### src/rtl/mips_pkg.sv
// Shared encodings for the multicycle MIPS core: PC source selects, fetch
// states, opcodes, and the jump-target helper.
package mips_pkg;
  localparam logic [1:0] PCSRC_ALU    = 2'b00;
  localparam logic [1:0] PCSRC_ALUOUT = 2'b01;
  localparam logic [1:0] PCSRC_JUMP   = 2'b10;
  localparam logic [1:0] PCSRC_HOLD   = 2'b11;

  typedef enum logic [1:0] {
    FS_IDLE = 2'd0,
    FS_REQ  = 2'd1,
    FS_DONE = 2'd2
  } fetch_state_e;

  localparam logic [5:0] OP_RTYPE = 6'h00;
  localparam logic [5:0] OP_J     = 6'h02;
  localparam logic [5:0] OP_BEQ   = 6'h04;
  localparam logic [5:0] OP_ADDI  = 6'h08;
  localparam logic [5:0] OP_LW    = 6'h23;
  localparam logic [5:0] OP_SW    = 6'h2B;

  // Pseudo-direct jump: keep the PC's 256 MB region, word-align the index.
  function automatic logic [31:0] jump_target(input logic [3:0]  pc_hi,
                                              input logic [25:0] idx);
    return {pc_hi, idx, 2'b00};
  endfunction
endpackage

### src/rtl/pc_next_mux.sv
// Combinational next-PC select; shared with a future pipelined front end.
module pc_next_mux
  import mips_pkg::*;
(
  input  logic [1:0]  pc_src,
  input  logic [31:0] pc,
  input  logic [25:0] jump_idx,
  input  logic [31:0] alu_result,
  input  logic [31:0] alu_out,
  output logic [31:0] next_pc
);
  always_comb begin
    next_pc = pc;
    case (pc_src)
      PCSRC_ALU:    next_pc = alu_result;
      PCSRC_ALUOUT: next_pc = alu_out;
      PCSRC_JUMP:   next_pc = jump_target(pc[31:28], jump_idx);
      default:      next_pc = pc;
    endcase
  end
endmodule

### src/rtl/instr_fetch_unit.sv
// Fetch stage: owns PC and IR, runs the req/ack memory handshake with a
// timeout, and applies control-unit PC updates every cycle.
module instr_fetch_unit
  import mips_pkg::*;
#(
  parameter logic [31:0] RESET_PC = 32'h0000_0000,
  parameter int          TIMEOUT  = 16,
  parameter int          CNT_W    = 5
) (
  input  logic        clk,
  input  logic        reset,
  input  logic        fetch_req,
  input  logic        pc_write,
  input  logic        branch,
  input  logic        zero,
  input  logic [1:0]  pc_src,
  input  logic [31:0] alu_result,
  input  logic [31:0] alu_out,
  input  logic [31:0] mem_rdata,
  input  logic        mem_ack,
  output logic        mem_req,
  output logic [31:0] mem_addr,
  output logic [31:0] pc,
  output logic [31:0] instr,
  output logic [5:0]  opcode,
  output logic [5:0]  funct,
  output logic        fetch_done,
  output logic        busy,
  output logic        fetch_err
);
  fetch_state_e     state;
  logic [CNT_W-1:0] cnt;
  logic [31:0]      next_pc;
  logic             pc_en;

  pc_next_mux u_pc_next_mux (
    .pc_src     (pc_src),
    .pc         (pc),
    .jump_idx   (instr[25:0]),
    .alu_result (alu_result),
    .alu_out    (alu_out),
    .next_pc    (next_pc)
  );

  assign pc_en  = pc_write | (branch & zero);
  assign opcode = instr[31:26];
  assign funct  = instr[5:0];
  assign busy   = (state != FS_IDLE);

  // PC updates are independent of the fetch FSM; mem_addr holds its own copy.
  always_ff @(posedge clk or posedge reset) begin
    if (reset)      pc <= RESET_PC;
    else if (pc_en) pc <= next_pc;
  end

  always_ff @(posedge clk or posedge reset) begin
    if (reset) begin
      state      <= FS_IDLE;
      cnt        <= '0;
      mem_req    <= 1'b0;
      mem_addr   <= '0;
      instr      <= '0;
      fetch_done <= 1'b0;
      fetch_err  <= 1'b0;
    end else begin
      fetch_done <= 1'b0;
      case (state)
        FS_IDLE: if (fetch_req) begin
          mem_addr  <= pc;
          mem_req   <= 1'b1;
          cnt       <= '0;
          fetch_err <= 1'b0;
          state     <= FS_REQ;
        end
        // Ack is checked first so it wins over a coincident timeout.
        FS_REQ: if (mem_ack) begin
          instr      <= mem_rdata;
          mem_req    <= 1'b0;
          fetch_done <= 1'b1;
          state      <= FS_DONE;
        end else if (cnt == CNT_W'(TIMEOUT - 1)) begin
          mem_req   <= 1'b0;
          fetch_err <= 1'b1;
          state     <= FS_IDLE;
        end else begin
          cnt <= cnt + CNT_W'(1);
        end
        FS_DONE: state <= FS_IDLE;
        default: state <= FS_IDLE;
      endcase
    end
  end
endmodule

### config.mk
export PLATFORM = sky130hd
export DESIGN_NAME = instr_fetch_unit
export DESIGN_NICKNAME = d
export VERILOG_FILES = /design/src/rtl/mips_pkg.sv /design/src/rtl/pc_next_mux.sv /design/src/rtl/instr_fetch_unit.sv
export SDC_FILE = /design/constraint.sdc
export NUM_CORES = 1
export LEC_CHECK = 0
export ABC_AREA = 1
export ABC_CLOCK_PERIOD_IN_PS = 7900
export CORE_MARGIN = 4
export CORE_UTILIZATION = 44
export CTS_BUF_LIST = sky130_fd_sc_hd__clkbuf_8
export CTS_CLUSTER_SIZE = 20
export DETAILED_ROUTE_END_ITERATION = 6
export DONT_BUFFER_PORTS = 1
export PLACE_DENSITY = 0.63
export RECOVER_POWER = 100
export SLEW_MARGIN = 40
export SYNTH_ARGS = -nofsm -noshare
export SYNTH_HDL_FRONTEND = slang
export SYNTH_SLANG_ARGS = --single-unit
### constraint.sdc
create_clock -name clk -period 7.9 [get_ports clk]
set_clock_uncertainty 0.15 [all_clocks]
set_input_delay 1.975 -clock clk [delete_from_list [all_inputs] [get_ports clk]]
set_output_delay 1.975 -clock clk [all_outputs]
set_load 0.01 [all_outputs]
# After elaboration in Yosys (flattened, before gate mapping)
# Index checks and enable logic that the tools add are counted.
[op_classes]
n_eq_ne = 9
n_bitwise = 3
n_reduce_logical = 14
n_mux = 19
addsub = 1
[ops]
columns = ["cell", "n"]
rows = [
  ["$pmux 32 s3", 1],
  ["$mux 5", 3],
  ["$pmux 5 s2", 1],
  ["$mux 1", 8],
  ["$ne 2x2->1 const B", 4],
  ["$reduce_and 2->1", 4],
  ["$reduce_and 4->1", 2],
  ["$mux 2", 3],
  ["$reduce_and 3->1", 2],
  ["$reduce_bool 2->1", 3],
  ["$add 5x1->5 const B", 1],
  ["$eq 5x4->1 const B", 1],
  ["$eq 2x1->1 const B", 2],
  ["$logic_not 2->1", 2],
  ["$pmux 1 s2", 2],
  ["$pmux 2 s2", 1],
  ["$ne 3x3->1 const B", 1],
  ["$reduce_bool 3->1", 1],
  ["$eq 2x2->1 const B", 1],
  ["$and 1x1->1", 1],
  ["$not 1->1", 1],
  ["$or 1x1->1", 1],
]
[totals]
output_inout_bits = 112
in_bits = 105
regBits = 106
word_cells = 55

# Longest topological paths before layout
# Gate-level depths: netlist (run 1).
[logic_depth]
depth_word = 4
mapped_depth = 9
mapped_depth_nobuf = 9

# Modules after synthesis
# From an unflattened synthesis (run 1), not the netlist that was laid out.
[unflattened]
hier_cells = 629
hier_area_um2 = 5141.2
[by_module_without_submodules]
columns = ["mod", "seq_area_each_um2", "instances", "area_each_um2", "cells_per_inst"]
rows = [
  ["instr_fetch_unit", 2652.5, 1, 4196.5, 449],
  ["pc_next_mux", 0.0, 1, 944.7, 180],
]

# Worst setup path before layout (run 1)
# No wires, ideal clock.
[synth_path]
kind = "in2reg"
from = "in pc_src[0]"
to = "reg pc[21]"
required_ns = 7.624
setup_slack_ns = 4.788
arrival_ns = 2.836
setup_ns = 0.126
stages = 8
n_path_buf = 2
path_cell_list = "inv_1 > ha_1 > buf_2 > inv_2 > buf_2 > nand2_1 > nand3_1 > o21ai_0"
[synth_via]
elab_chain_cells = 3
word_cells_on_any_way = 6
classes_between = "2 x eq/ne; 1 x mux; 3 x reduce/logical"
[synth_rtl]
columns = ["element", "line", "text"]
rows = [
  ["start, declared", "instr_fetch_unit.sv:16", "input logic [1:0] pc_src,"],
  ["$eq 2x1->1, or another cell as far along", "pc_next_mux.sv:14", "case (pc_src)"],
  ["$reduce_bool 3->1 (no source line)", "-", ""],
  ["$reduce_and 2->1 (no source line)", "-", ""],
  ["end signal, assigned", "instr_fetch_unit.sv:53", "else if (pc_en) pc <= next_pc;"],
  ["end, declared", "instr_fetch_unit.sv:23", "output logic [31:0] pc,"],
]
# Parallel ways exist; a longest one is shown, timed or not.
# A chain may end at the register's enable or synchronous reset.

# Worst setup path in the final report (run 1)
[layout_path]
from = "in fetch_req"
to = "reg mem_addr[9]"
[layout_via]
elab_chain_cells = 1
[layout_rtl]
columns = ["element", "line", "text"]
rows = [
  ["start, declared", "instr_fetch_unit.sv:12", "input logic fetch_req,"],
  ["$reduce_and 2->1 (no source line)", "-", ""],
  ["end signal, assigned", "instr_fetch_unit.sv:69", "mem_addr <= pc;"],
  ["end, declared", "instr_fetch_unit.sv:22", "output logic [31:0] mem_addr,"],
]
# No other way between the ends.

==> flow_metrics.py, run 1 <==
metrics = {
    "outcome": {
        "status": "complete, but fails checks",
        "violations": "max-capacitance violations, max-slew violations",
    },
    "routing": {
        "drt.antenna.violating_nets": 0,
        "viasPerCell": 5.08,
        "routedWlPerCell_um": 17.1,
        "drcViolationCount": 0,
        "drt-initial-drc-count": 347,
        "routed_wirelength_mm": 14.0,
        "vias": 4167,
        "drt-pass1-iter-count": 4,
    },
    "sta": {
        "max_freq_mhz": 221,
        "fin_crit_sh_pct": 57.2,
        "hold_viol": 0,
        "fin_tns_setup_ps": 0,
        "tightest_slew_ps": 1870,
        "rsz0062_at_grt": "false",
        "drv_slew": 85,
        "min_period_ps": 4520,
        "max_slew_margin_pct": -25.3,
        "setup_violations": 0,
        "worst_slack_ps": 3380,
    },
    "synthesis": {
        "synthFlopType": "dfrtp_1",
        "synth_cell_types": 18,
        "syn_inst": 707,
        "syn_area_sq_mm": 0.00520,
        "syn_area_per_cell_sq_um": 7.35,
        "synth_edf_count": 0,
        "synth_nets": 818,
        "synthArstFlopShare_pct": 100,
        "ys_seq_area_share_pct": 51.0,
        "synth-seq-cells": 106,
        "yosysWarningCount": 0,
    },
    "place": {
        "io_buffer_count": 0,
        "placed_cell_area_sq_mm": 0.00510,
        "pre_cts_ws_ps": 3900,
        "place_congestion": 0.867,
        "place_hpwl_mm": 10.4,
    },
    "die": {
        "std_cell_rows": 39,
        "start_util_pct": 45.1,
        "ios": 217,
        "die_area_sq_mm": 0.0136,
        "core_sq_mm": 0.0115,
        "die_h_um": 117,
        "fp.dieW_um": 117,
    },
    "setup_path": {
        "slowest_stage": "inv_1",
        "path_max_fanout": 41,
        "end_kind": "flip-flop",
        "cpMostUsedCell": "nand2_1",
        "slowest_delay_ps": 1330,
        "r2r_setup_slack_ps": 4470,
        "worst-setup-path-type": "in -> reg",
        "crit_chain": "nand3_1, inv_1, nand2_1, nand2_1",
        "cp.arrival_ps": 4670,
        "start_kind": "input pin",
        "critPathRequiredTime_ps": 8060,
    },
    "cells_and_area": {
        "multiInputGateArea_sq_mm": 0.00198,
        "drive_gt1_share_pct": 3.69,
        "seq_area_sq_mm": 0.00265,
        "diodes": 0,
        "nets": 784,
        "fillers": 1203,
        "syn2layout_area_growth_pct": 1.81,
        "fin_area_sq_mm": 0.00529,
        "fin_util_pct": 46.0,
    },
    "cts": {
        "hold_buffers": 0,
        "worstSkewPairLatency_ps": 370,
        "cts_setup_buffers": 0,
        "clockBufferDepth": 2,
        "cts.sinks": 106,
        "path_clk_slew_ps": 100,
        "cts_tree": "yes",
        "clock-root-buffer": "clkbuf_8",
        "cts_buffers": 9,
        "cts_resized": 0,
        "htreeDepth": 3,
    },
    "power_and_ir_drop": {
        "comb_power_share_pct": 19.4,
        "power.internal_w": 0.00100,
        "switching_share_pct": 41.1,
        "p_seq_share_pct": 60.6,
        "pwr-share-clk_pct": 20.0,
        "p_per_area_mw_per_mm2": 321,
        "p_leak_nw": 3.10,
        "p_switching_w": 0.000697,
        "peakVddDrop_uv": 148,
    },
    "global_routing": {
        "grt_busiest_layer": "met2",
        "antenna_found_initial": 0,
        "grt_overflow": 0,
        "grt_max_degree": 66,
        "grt_pass1_wl_mm": 21.1,
        "grt_util_all_layers_pct": 20.3,
        "use_met2_pct": 31.3,
        "first_global_vias": 4005,
        "met1_usage_pct": 27.0,
        "grt_use_met3_pct": 5.54,
    },
    "hold_path": {
        "hold_class": "reg -> reg",
    },
    "flow_run": {
        "max_cap_viol_count": 2,
    },
}
cell families (layout without fill, tap and decap cells):
logic type | after synthesis | after routing | synth area share, %
AOI/OAI and AO/OA | 29 | 29 | 2.84
adders and majority gates | 6 | 6 | 1.44
buffers and inverters | 117 | 88 | 10.9
DFF | 106 | 106 | 51.0
and+or+nand+nor | 449 | 449 | 33.8
critical path: cells and delay by family:
kind / cells / cell delay, ps
buffers and inverters: 1 / 1330
AND/OR/NAND/NOR: 3 / 1340
worst paths after layout:
path                            from     endpoint  cells after the start
min in group asynchronous      reset       pc[28]                      1
hold / removal               mem_req      mem_req                      2
max in group asynchronous      reset       pc[10]                      2
setup reg to reg            state[1]  mem_addr[9]                      5
hold reg to reg              mem_req      mem_req                      2
setup / recovery           fetch_req  mem_addr[9]                      4
area by class of cell:
cell class	count	area share (%)
Sequential cell	106	50.1
Multi-Input combinational cell	484	37.4
Inverter	70	5.01
Tap cell	143	3.38
Clock buffer	10	2.60
Clock inverter	6	1.09
Timing Repair Buffer	2	0.355
sequential cells by signal, indices dropped and copies added, names as in the netlist:
register	count
fetch_done	1
instr	32
cnt	5
mem_addr	32
pc	32
mem_req	1
state	2
fetch_err	1
placed cells by master, fill, tap and decap left out, drive strengths merged, types with 4 or more instances in the layout:
cell / netlist / routed
dfrtp: 106 / 106
nand3: 45 / 45
inv: 69 / 69
o21ai: 28 / 28
clkbuf: 0 / 10
nand2: 370 / 370
clkinv: 1 / 4
nor2: 33 / 33
ha: 6 / 6
layer usage:
| metal | wire length, um | vias up |
|---|---|---|
| met5 | 0 | - |
| met4 | 333 | 0 |
| met3 | 1280 | 21 |
| met2 | 6690 | 169 |
| met1 | 5740 | 1943 |
| li1 | - | 2034 |
cells in the mapped netlist (4+ instances only):
master / number / share of area [%]
ha_1: 6 / 1.4
o21ai_1: 22 / 2.1
inv_2: 5 / 0.36
inv_1: 64 / 4.6
nand2_1: 369 / 27
buf_6: 4 / 0.87
buf_4: 16 / 2.3
dfrtp_1: 106 / 51
buf_2: 27 / 2.6
nor2_1: 32 / 2.3
o21ai_0: 6 / 0.58
nand3_1: 44 / 4.2
metrics by stage:
stage,total power [W],instances,hold slack [ps]
2_1_floorplan,0.00130,707,328
3_3_place_gp,0.00136,805,347
3_5_place_dp,0.00137,805,382
4_1_cts,0.00172,821,407
5_1_grt,0.00182,821,428
6_report,0.00170,821,400
power by group through the flow:
stage	combinational [W]	sequential, W	clock (W)
3_5_place_dp	0.000336	0.00104	0
2_1_floorplan	0.000346	0.000952	0
3_3_place_gp	0.000322	0.00104	0
6_report	0.000330	0.00103	0.000339
5_1_grt	0.000391	0.00105	0.000373
4_1_cts	0.000337	0.00103	0.000352
No activity file was read; power rests on OpenSTA's default activity.
==> inputs of run 2 (changes only) <==
ABC_AREA = 0   (was 1)
ABC_CLOCK_PERIOD_IN_PS = 4000   (was 7900)
PLACE_DENSITY = 0.65   (was 0.63)
clock period = 4 ns   (was 7.9 ns; I/O delays follow)
==> run 2 against run 1 <==
- the run still ends with max-capacitance violations, max-slew violations left
- sequential power grew 110%
- utilization fell by 0.43 points
- setup slack lost 2400 ps
- critical endpoint is now instr[30]
- largest power group unchanged
==> flow_metrics.py, run 2 <==
metrics = {
    "outcome": {
        "status": "complete, but fails checks",
        "violations": "max-capacitance violations, max-slew violations",
    },
    "setup_path": {
        "reg2reg_from": "state[0]",
        "start_kind": "flip-flop",
        "critPathRequiredTime_ps": 4110,
        "worst-setup-path-type": "reg -> reg",
        "end_kind": "flip-flop",
        "r2r_setup_slack_ps": 1020,
        "path_max_fanout": 33,
        "reg2reg_to": "instr[30]",
        "cp.arrival_ps": 3090,
        "r2r_cells": 4,
    },
    "routing": {
        "viasPerCell": 5.74,
        "drcViolationCount": 0,
        "routedWlPerCell_um": 22.9,
        "drt.antenna.violating_nets": 0,
        "drt-pass1-iter-count": 4,
        "drt-initial-drc-count": 227,
        "routed_wirelength_mm": 11.6,
        "vias": 2914,
    },
    "die": {
        "die_h_um": 114,
        "fp.dieW_um": 114,
        "start_util_pct": 45.3,
        "core_sq_mm": 0.0109,
        "ios": 217,
        "die_area_sq_mm": 0.0130,
        "std_cell_rows": 38,
    },
    "global_routing": {
        "grt_util_all_layers_pct": 17.9,
        "grt_pass1_wl_mm": 17.7,
        "grt_max_degree": 55,
        "grt_overflow": 0,
        "first_global_vias": 3184,
        "antenna_found_initial": 0,
    },
    "sta": {
        "hold_ws_ps": 353,
        "drv_slew": 88,
        "fin_crit_sh_pct": 74.5,
        "setup_violations": 0,
        "fin_tns_setup_ps": 0,
        "max_slew_margin_pct": -62.5,
        "tightest_slew_ps": 2420,
        "max_freq_mhz": 336,
        "rsz0062_at_grt": "false",
        "hold_viol": 0,
        "min_period_ps": 2980,
    },
    "synthesis": {
        "synthArstFlopShare_pct": 100,
        "syn_area_sq_mm": 0.00494,
        "synth-seq-cells": 106,
        "syn_area_per_cell_sq_um": 12.9,
        "ys_seq_area_share_pct": 53.7,
        "synth_edf_count": 0,
        "synth_common_cells": "dfrtp_1 (106), mux2_2 (46), nor2_1 (31)",
        "synth_top_area_cell": "dfrtp_1",
        "yosysWarningCount": 0,
        "syn_inst": 382,
        "synthFlopType": "dfrtp_1",
        "synthTopCellsByArea": "dfrtp_1 (54%), mux2_2 (10%), mux2_4 (8.2%)",
        "synth_cell_types": 36,
        "synth_top_area_share_pct": 53.7,
        "synth_nets": 493,
        "yosysMostFrequentCell": "dfrtp_1",
    },
    "cts": {
        "cts_tree": "yes",
        "clock-root-buffer": "clkbuf_8",
        "path_clk_slew_ps": 90,
        "cts_resized": 0,
        "cts_buffers": 9,
        "cts_setup_buffers": 0,
        "clockBufferDepth": 2,
        "hold_buffers": 0,
        "htreeDepth": 3,
        "worstSkewPairLatency_ps": 370,
        "cts.sinks": 106,
    },
    "cells_and_area": {
        "fin_util_pct": 45.5,
        "drive_gt1_share_pct": 18.2,
        "nets": 474,
        "fin_area_sq_mm": 0.00496,
        "reg.largest.list": "instr x32, mem_addr x32, pc x32",
        "layout_commonest_cell": "dfrtp_1",
        "mostFrequentLayoutCells": "dfrtp_1 (106), mux2_1 (48), mux2_2 (46)",
        "diodes": 0,
        "syn2layout_area_growth_pct": 0.431,
    },
    "hold_path": {
        "hp-start": "cnt[3]",
        "hold_class": "reg -> reg",
        "worst_hold_path.endpoint": "cnt[3]",
        "whs_path_depth": 1,
    },
    "place": {
        "placed_cell_area_sq_mm": 0.00490,
        "io_buffer_count": 0,
        "place_congestion": 0.775,
        "place_hpwl_mm": 8.49,
    },
    "power_and_ir_drop": {
        "p_per_area_mw_per_mm2": 684,
        "peakVddDrop_uv": 389,
        "p_leak_nw": 2.12,
        "p_total_w": 0.00339,
    },
    "flow_run": {
        "max_cap_viol_count": 2,
    },
}
[run 2: worst max-delay path by stage]
stage,startpoint,endpoint,slack [ps],cells past startpoint
global route,state[0],instr[30],750,4
floorplan,reset,cnt[0],60,1
finish,state[0],instr[30],1020,4
detailed placement,branch,pc[21],1110,4
global placement,branch,pc[12],1190,4
CTS,branch,pc[21],1530,4
[run 2: critical path: stages (launching register included)]
cell and delay [ps]:
dfrtp_1 480, nor2b_1 240, and2_0 150, clkbuf_1 1380, mux2_2 440
[run 2: report_power, final]
group,internal (W),switching (W),total (W)
clock,0.000279,0.000345,0.000624
sequential,0.00149,0.000642,0.00213
combinational,0.000359,0.000274,0.000633
[run 2: cell families after synthesis]
group	count (synthesis)	synth area share, %
flops	106	53.7
mux	94	23.5
simple gates	55	5.45
fa+ha+maj	6	1.52
compound gates	75	9.40
buf+inv	46	6.39
[run 2: area by class of cell]
cell class / instances / area [sq um]
clock buffers: 9 / 124
clock inverters: 7 / 55.1
fillers: 1013 / 5930
inverters: 8 / 31.3
multi-input cells: 230 / 1850
flip-flops and latches: 106 / 2650
well taps: 140 / 175
repair buffers: 8 / 65.1
[run 2: routing by layer]
| metal | up-vias | track usage [%] | part of all wire [%] |
|---|---|---|---|
| li1 | 1308 | - | - |
| met1 | 1448 | 20.4 | 39 |
| met2 | 138 | 28.8 | 50 |
| met3 | 20 | 8.91 | 9.8 |
| met4 | 0 | 7.13 | 2.0 |
| met5 | - | 0 | 0 |
[run 2: metrics by stage]
step           instances  setup WS (ps)
2_1_floorplan        382           61.1
3_3_place_gp         492           1190
3_5_place_dp         492           1110
4_1_cts              508           1530
5_1_grt              508            752
6_report             508           1020
